<file path="src/rtl/rate_ctrl.sv">
// rate_ctrl: selectable-rate tick generator with start/stop/step control.
// Define RATE_CTRL_STEP_EN to compile in the single-step (STEP) state.
module rate_ctrl #(
  parameter int unsigned CLK_HZ = 100_000_000
) (
  input  logic       clk_100MHz,
  input  logic       reset,
  input  logic       start,
  input  logic       stop,
  input  logic       step,
  input  logic [1:0] rate_sel,
  output logic       tick,
  output logic       running,
  output logic [7:0] tick_count
);

  localparam logic [26:0] DIV_1HZ  = 27'(CLK_HZ);
  localparam logic [26:0] DIV_2HZ  = 27'(CLK_HZ / 2);
  localparam logic [26:0] DIV_4HZ  = 27'(CLK_HZ / 4);
  localparam logic [26:0] DIV_10HZ = 27'(CLK_HZ / 10);

`ifdef RATE_CTRL_STEP_EN
  typedef enum logic [1:0] {IDLE, RUN, STEP} state_t;
`else
  typedef enum logic [1:0] {IDLE, RUN} state_t;
`endif

  state_t      state;
  logic [26:0] counter;
  logic [26:0] div;
  logic [26:0] div_sel;

  always_comb begin
    div_sel = DIV_1HZ;
    case (rate_sel)
      2'b00:   div_sel = DIV_1HZ;
      2'b01:   div_sel = DIV_2HZ;
      2'b10:   div_sel = DIV_4HZ;
      default: div_sel = DIV_10HZ;
    endcase
  end

`ifdef RATE_CTRL_STEP_EN
  logic unused_step;
  assign unused_step = 1'b0;
`else
  logic unused_step;
  assign unused_step = step;
`endif

  always_ff @(posedge clk_100MHz) begin
    if (reset) begin
      state      <= IDLE;
      counter    <= '0;
      div        <= DIV_1HZ;
      tick       <= 1'b0;
      running    <= 1'b0;
      tick_count <= '0;
    end else begin
      tick <= 1'b0;
      case (state)
        IDLE: begin
          counter <= '0;
          if (!stop && start) begin
            state   <= RUN;
            running <= 1'b1;
            div     <= div_sel;
          end
`ifdef RATE_CTRL_STEP_EN
          else if (!stop && step) begin
            state <= STEP;
          end
`endif
        end
        RUN: begin
          if (stop) begin
            state   <= IDLE;
            running <= 1'b0;
            counter <= '0;
          end else if (start) begin
            counter <= '0;
            div     <= div_sel;
          end else if (counter >= div - 27'd1) begin
            counter    <= '0;
            tick       <= 1'b1;
            tick_count <= tick_count + 8'd1;
            div        <= div_sel;
          end else begin
            counter <= counter + 27'd1;
          end
        end
`ifdef RATE_CTRL_STEP_EN
        STEP: begin
          // the step tick is issued even if start moves us into RUN
          counter    <= '0;
          tick       <= 1'b1;
          tick_count <= tick_count + 8'd1;
          div        <= div_sel;
          if (!stop && start) begin
            state   <= RUN;
            running <= 1'b1;
          end else begin
            state <= IDLE;
          end
        end
`endif
        default: begin
          state   <= IDLE;
          running <= 1'b0;
          counter <= '0;
        end
      endcase
    end
  end

endmodule

</file>
<file path="config.mk">
export PLATFORM = sky130hd
export DESIGN_NAME = rate_ctrl
export DESIGN_NICKNAME = d
export VERILOG_FILES = /design/src/rtl/rate_ctrl.sv
export SDC_FILE = /design/constraint.sdc
export NUM_CORES = 1
export LEC_CHECK = 0
export BUFFER_PORTS_ARGS = -buffer_cell sky130_fd_sc_hd__buf_2
export CAP_MARGIN = 20
export CORE_MARGIN = 2
export CORE_UTILIZATION = 40
export CTS_CLUSTER_SIZE = 20
export DETAILED_ROUTE_END_ITERATION = 16
export PLACE_DENSITY_LB_ADDON = 0.2
export RECOVER_POWER = 100
export SYNTH_ARGS = -nofsm -noshare
export SYNTH_HDL_FRONTEND = slang
export SYNTH_SLANG_ARGS = --single-unit
</file>
<file path="constraint.sdc">
create_clock -name clk_100MHz -period 6.6 [get_ports clk_100MHz]
set_input_delay 1.32 -clock clk_100MHz [delete_from_list [all_inputs] [get_ports clk_100MHz]]
set_output_delay 1.32 -clock clk_100MHz [all_outputs]
set_load 0.01 [all_outputs]
</file>
Yosys cells after proc, flatten, opt, wreduce, memory -nomap -nowiden
Cells that the tools add are included.

word-level totals
  flip-flop bits (word level) = 66
  input bits = 7
  output and inout port bits = 10

operators by class
  add/subtract/negate cells = 3
  order comparisons = 1
  equality and inequality tests = 7
  muxes and demuxes = 13
  bitwise logic cells = 3
  reduce and logical (&&, ||, !) cells = 10

operators with widths
  kind                                                                    number
  27-bit 2-to-1 mux                                                       4
  27-bit case mux with 3 select lines                                     1
  27-bit case mux with 2 select lines                                     1
  27-bit by 1-bit adder with 27-bit output (second input constant)        1
  27-bit >= comparator                                                    1
  27-bit by 1-bit subtractor with 27-bit output (second input constant)   1
  8-bit by 1-bit adder with 8-bit output (second input constant)          1
  4-bit AND reduction                                                     2
  2-bit != test (second input constant)                                   3
  5-bit OR reduction                                                      1
  2-bit by 1-bit equality test with 1-bit output (second input constant)  2
  2-bit logical NOT                                                       2
  2-bit 2-to-1 mux                                                        2
  2-bit case mux with 2 select lines                                      1
  4-bit OR reduction                                                      1
  1-bit 2-to-1 mux                                                        3
  3-bit != test (second input constant)                                   1
  1-bit inverter                                                          3
  2-bit equality test (second input constant)                             1
  1-bit case mux with 2 select lines                                      1
  2-bit AND reduction                                                     1
  2-bit nonzero test                                                      1
  1-bit logical AND                                                       1
  1-bit logical NOT                                                       1

Logic depth before layout (Yosys ltp)
  word-level depth = 6
  mapped depth = 15
  depth with buffers taken out = 13

Worst setup path after synthesis
Ideal clock, no wire load.

  kind = register to register
  start = register div[10]
  end = register tick_count[5]
  library setup time = 71 ps
  arrival = 2946 ps
  data required time = 6529 ps
  path slack = 3584 ps
  cell stages (with the launch flop) = 13
  path buffers = 1
  period minus slack after synthesis = 3016 ps
  path through = dfxtp_1 -> nor3_1 -> nand2_1 -> nor4_1 -> a21oi_1 -> ha_1 -> nand4_1 -> nor4_2 -> o211ai_1 -> and4_1 -> buf_6 -> or4_1 -> a21oi_1

on the way
  longest elaborated chain between the ends = 3

ends and longest elaborated chain
  element                                        RTL line  source
  from (decl)                                    30        logic [26:0] div;
  from (signal assigned)                         67        div <= div_sel;
  from (signal assigned)                         82        div <= div_sel;
  from (signal assigned)                         87        div <= div_sel;
  27-bit by 1-bit subtractor with 27-bit output  83        end else if (counter >= div - 27'd1) begin
  27-bit >= comparator                           83
  4-bit AND reduction (no source line)           --
  to (signal assigned)                           86        tick_count <= tick_count + 8'd1;
  to (decl)                                      14        output logic [7:0] tick_count

Every way passes these cells.
A chain may end at the register's enable or synchronous reset.

Final worst setup path
  start = register div[11]
  end = register counter[0]

on the way
  longest elaborated chain between the ends = 3

ends and longest elaborated chain
  element                                        RTL line  source
  27-bit by 1-bit subtractor with 27-bit output  83
  27-bit >= comparator                           83
  5-bit OR reduction (no source line)            --
  to (signal assigned)                           89        counter <= counter + 27'd1;
  to (decl)                                      29        logic [26:0] counter;

Every way passes these cells.

==> flow_summary.json <==
{
  "hold_viol": 0,
  "clk_path_buf_depth": 2,
  "run_status": "finished, final reports clean",
  "vias_per_cell": 5.123,
  "vias": 2039,
  "biggest_cell_delay_along_the_critical_path_ps": 660,
  "finClkSkew_ps": 8.458,
  "max_slew.worst_pin.slew_ps": 850.8,
  "port_buffers": 15,
  "syn_to_final_growth_pct": 8.979,
  "leakage_nw": 1.020,
  "grt_first_pass_wirelength_mm": 8.438,
  "stdcell_area_um2": 2764,
  "synth_area_per_cell_um2": 8.343,
  "clock_sink_count": 46,
  "start_kind": "flip-flop",
  "maxClockFrequency_mhz": 253.8,
  "placement_rows": 29,
  "switching_power_uw": 115.0,
  "power_frac_comb_pct": 5.4,
  "crit_arrival_ps": 4160,
  "cells_after_synthesis": 304,
  "post-route-min-period_ps": 3940,
  "fin_setup_tns_ps": 0,
  "cp_num_buf_inv": 1,
  "synth.lib_cells_used.distinct": 34,
  "largest_delay_contributor_family_on_the_critical_path": "simple AND/OR/NAND/NOR gates",
  "power_density_nw_per_um2": 187.8,
  "irDropWorstVdd_mv": 0.1322,
  "post-route-worst-setup-slack_ps": 2660,
  "globalplace.congestion": 0.7793,
  "num-nets-final": 351,
  "number_of_gates_resized_after_cts": 0,
  "syn-num-nets": 335,
  "stdcell_count": 398,
  "edff_count_synth": 0,
  "initial_core_utilization_pct": 40.64,
  "final-setup-viol-count": 0,
  "worst_path_max_delay_cell": "nand2_1",
  "maxSlewHeadroom_pct": 43.14,
  "share_seq_of_total_power_pct": 54.4,
  "layout.cells.most_common_list": "nor2_1, dfxtp_1, nand2_1, a21oi_1, ha_1",
  "synth_ff_type": "dfxtp_1",
  "share_clk_of_total_power_pct": 40.1,
  "critPathRequiredTime_ps": 6820,
  "cts_setup_buffers": 0,
  "worstPathCellList": "inv_1 > ha_1 > nor2b_1 > nand2_1 > nor3_1 > xnor2_1 > ha_1 > a21oi_1 > o21ai_0 > a221oi_1 > and4_1 > nand2_1 > nor2_1",
  "dr.pass1.iters": 4,
  "remaining_drc_errors": 0,
  "drive_gt1_share_pct": 4.984,
  "hpwl_mm": 3.641,
  "dr.first_iter.drc_count": 35,
  "unrepaired_setup_endpoints_after_global_routing": "no",
  "route.final.wire_length_mm": 4.761,
  "initial_antenna_violation_count": 0,
  "worst-path-max-fanout": 26,
  "synth_seq_area_share_pct": 36.31,
  "grt.overflow.total": 0,
  "finalCoreUtilization_pct": 44.29,
  "groute.usage.overall_pct": 14.56,
  "synth.cell_area_um2": 2536,
  "die-width_um": 83.63,
  "antenna_violating_nets_post_route": 0,
  "num_antenna_cells": 0,
  "core_area_um2": 6241,
  "die_h_um": 83.63,
  "pre_cts_slack_ps": 2593,
  "clk_transition_reported_paths_ps": 90,
  "routedWlPerCell_um": 11.96,
  "pin_count": 17,
  "cap_violations": 0,
  "cts-root-buf": "clkbuf_8",
  "fin_total_pwr_uw": 518.9,
  "yosys_warnings": 0,
  "cts_hold_buffers": 0,
  "place_inst": 389,
  "cts_buffers": 5,
  "yosys_register_bits": 46,
  "slew_violations": 0,
  "grt_pass1_vias": 1837,
  "cell_internal_pwr_uw": 403.9,
  "ctsHtreeMaxLevel": 2,
  "period_share_pct": 59.70,
  "p_sw_share_pct": 22.16,
  "setup.worst_path.class": "flip-flop to flip-flop",
  "worstHoldPathType": "flip-flop to flip-flop",
  "cts_tree": "built",
  "ys_async_sr_fraction_pct": 0,
  "whs_ps": 484.6,
  "place_area_um2": 2670,
  "timing.critical_path.to_type": "flip-flop",
  "total_die_area_um2": 6993,
  "clk_latency_ps": 300,
  "grt_start_max_net_pins": 27
}
## path summary, 6_finish.rpt
check	startpoint	endpoint	slack, ps	cells past startpoint
worst max-delay path	div[11]$_SDFFE_PP0P_	counter[0]$_SDFF_PP0_	2660	13
worst min-delay path	tick_count[7]$_SDFFE_PP0P_	tick_count[7]$_SDFFE_PP0P_	480	2
worst max register to register	div[11]$_SDFFE_PP0P_	counter[0]$_SDFF_PP0_	2660	13
worst min register to register	tick_count[7]$_SDFFE_PP0P_	tick_count[7]$_SDFFE_PP0P_	480	2
## sequential cells by signal, indices dropped and copies added, names as in the netlist
| signal | flops |
|---|---|
| tick_count | 8 |
| div | 9 |
| counter | 27 |
| tick | 1 |
| running | 1 |
## cell type report
type,instances,area (µm²)
clock buffers,6,72.57
repair buffers,16,65.06
well taps,77,96.34
clock inverters,2,37.54
multi-input cells,239,1526
inverters,12,45.04
fillers,647,3477
flip-flops and latches,46,920.9
## power by group through the flow
stage               logic [mW]  registers [mW]  clock network [mW]
floorplan               0.0215           0.289                   0
global placement        0.0283           0.289                   0
detailed placement      0.0287           0.289                   0
CTS                     0.0289           0.283               0.218
global route            0.0328           0.283               0.227
finish                  0.0282           0.283               0.208
## synthesized netlist by cell type, drive strengths merged, types with 3 or more instances
| cell type | instances | area share (%) |
|---|---|---|
| and3 | 3 | 0.74 |
| clkbuf | 3 | 0.44 |
| inv | 12 | 1.8 |
| o31ai | 4 | 1.2 |
| xnor2 | 11 | 3.8 |
| xor2 | 20 | 6.9 |
| o21ai | 8 | 1.6 |
| nor4 | 3 | 0.99 |
| or4 | 4 | 1.2 |
| nand4 | 8 | 2.2 |
| and4 | 6 | 2.1 |
| nor3 | 8 | 1.6 |
| o211ai | 3 | 0.89 |
| a21oi | 24 | 4.7 |
| nand3 | 19 | 3.7 |
| ha | 24 | 12 |
| nand2 | 30 | 4.4 |
| dfxtp | 46 | 36 |
| buf | 4 | 1.0 |
| nor2 | 46 | 6.8 |
| mux2i | 4 | 1.6 |
| or3 | 3 | 0.74 |
## worst min-delay path: stages, from the launching register on
cell     delay, ps
dfxtp_1        330
o31ai_1         60
a21oi_1         50
## routing by layer
layer	vias to the layer above	track usage (%)	share of wire, %
met5	-	0	0
met1	915	20.33	51
met4	0	5.279	1.5
li1	1099	-	-
met2	18	22.25	45
met3	7	2.967	2.8
## cell families (layout without fill, tap and decap cells)
logic type / after synthesis / after routing / synth area share (%)
and+or+nand+nor: 135 / 135 / 25.80
buffers and inverters: 19 / 36 / 3.256
xor gates and xnor gates: 31 / 31 / 10.71
DFF: 46 / 46 / 36.31
AOI/OAI and AO/OA: 43 / 43 / 9.621
muxes: 6 / 6 / 2.467
adders and majority gates: 24 / 24 / 11.84
Note: power is estimated with default switching activity, not from simulation.
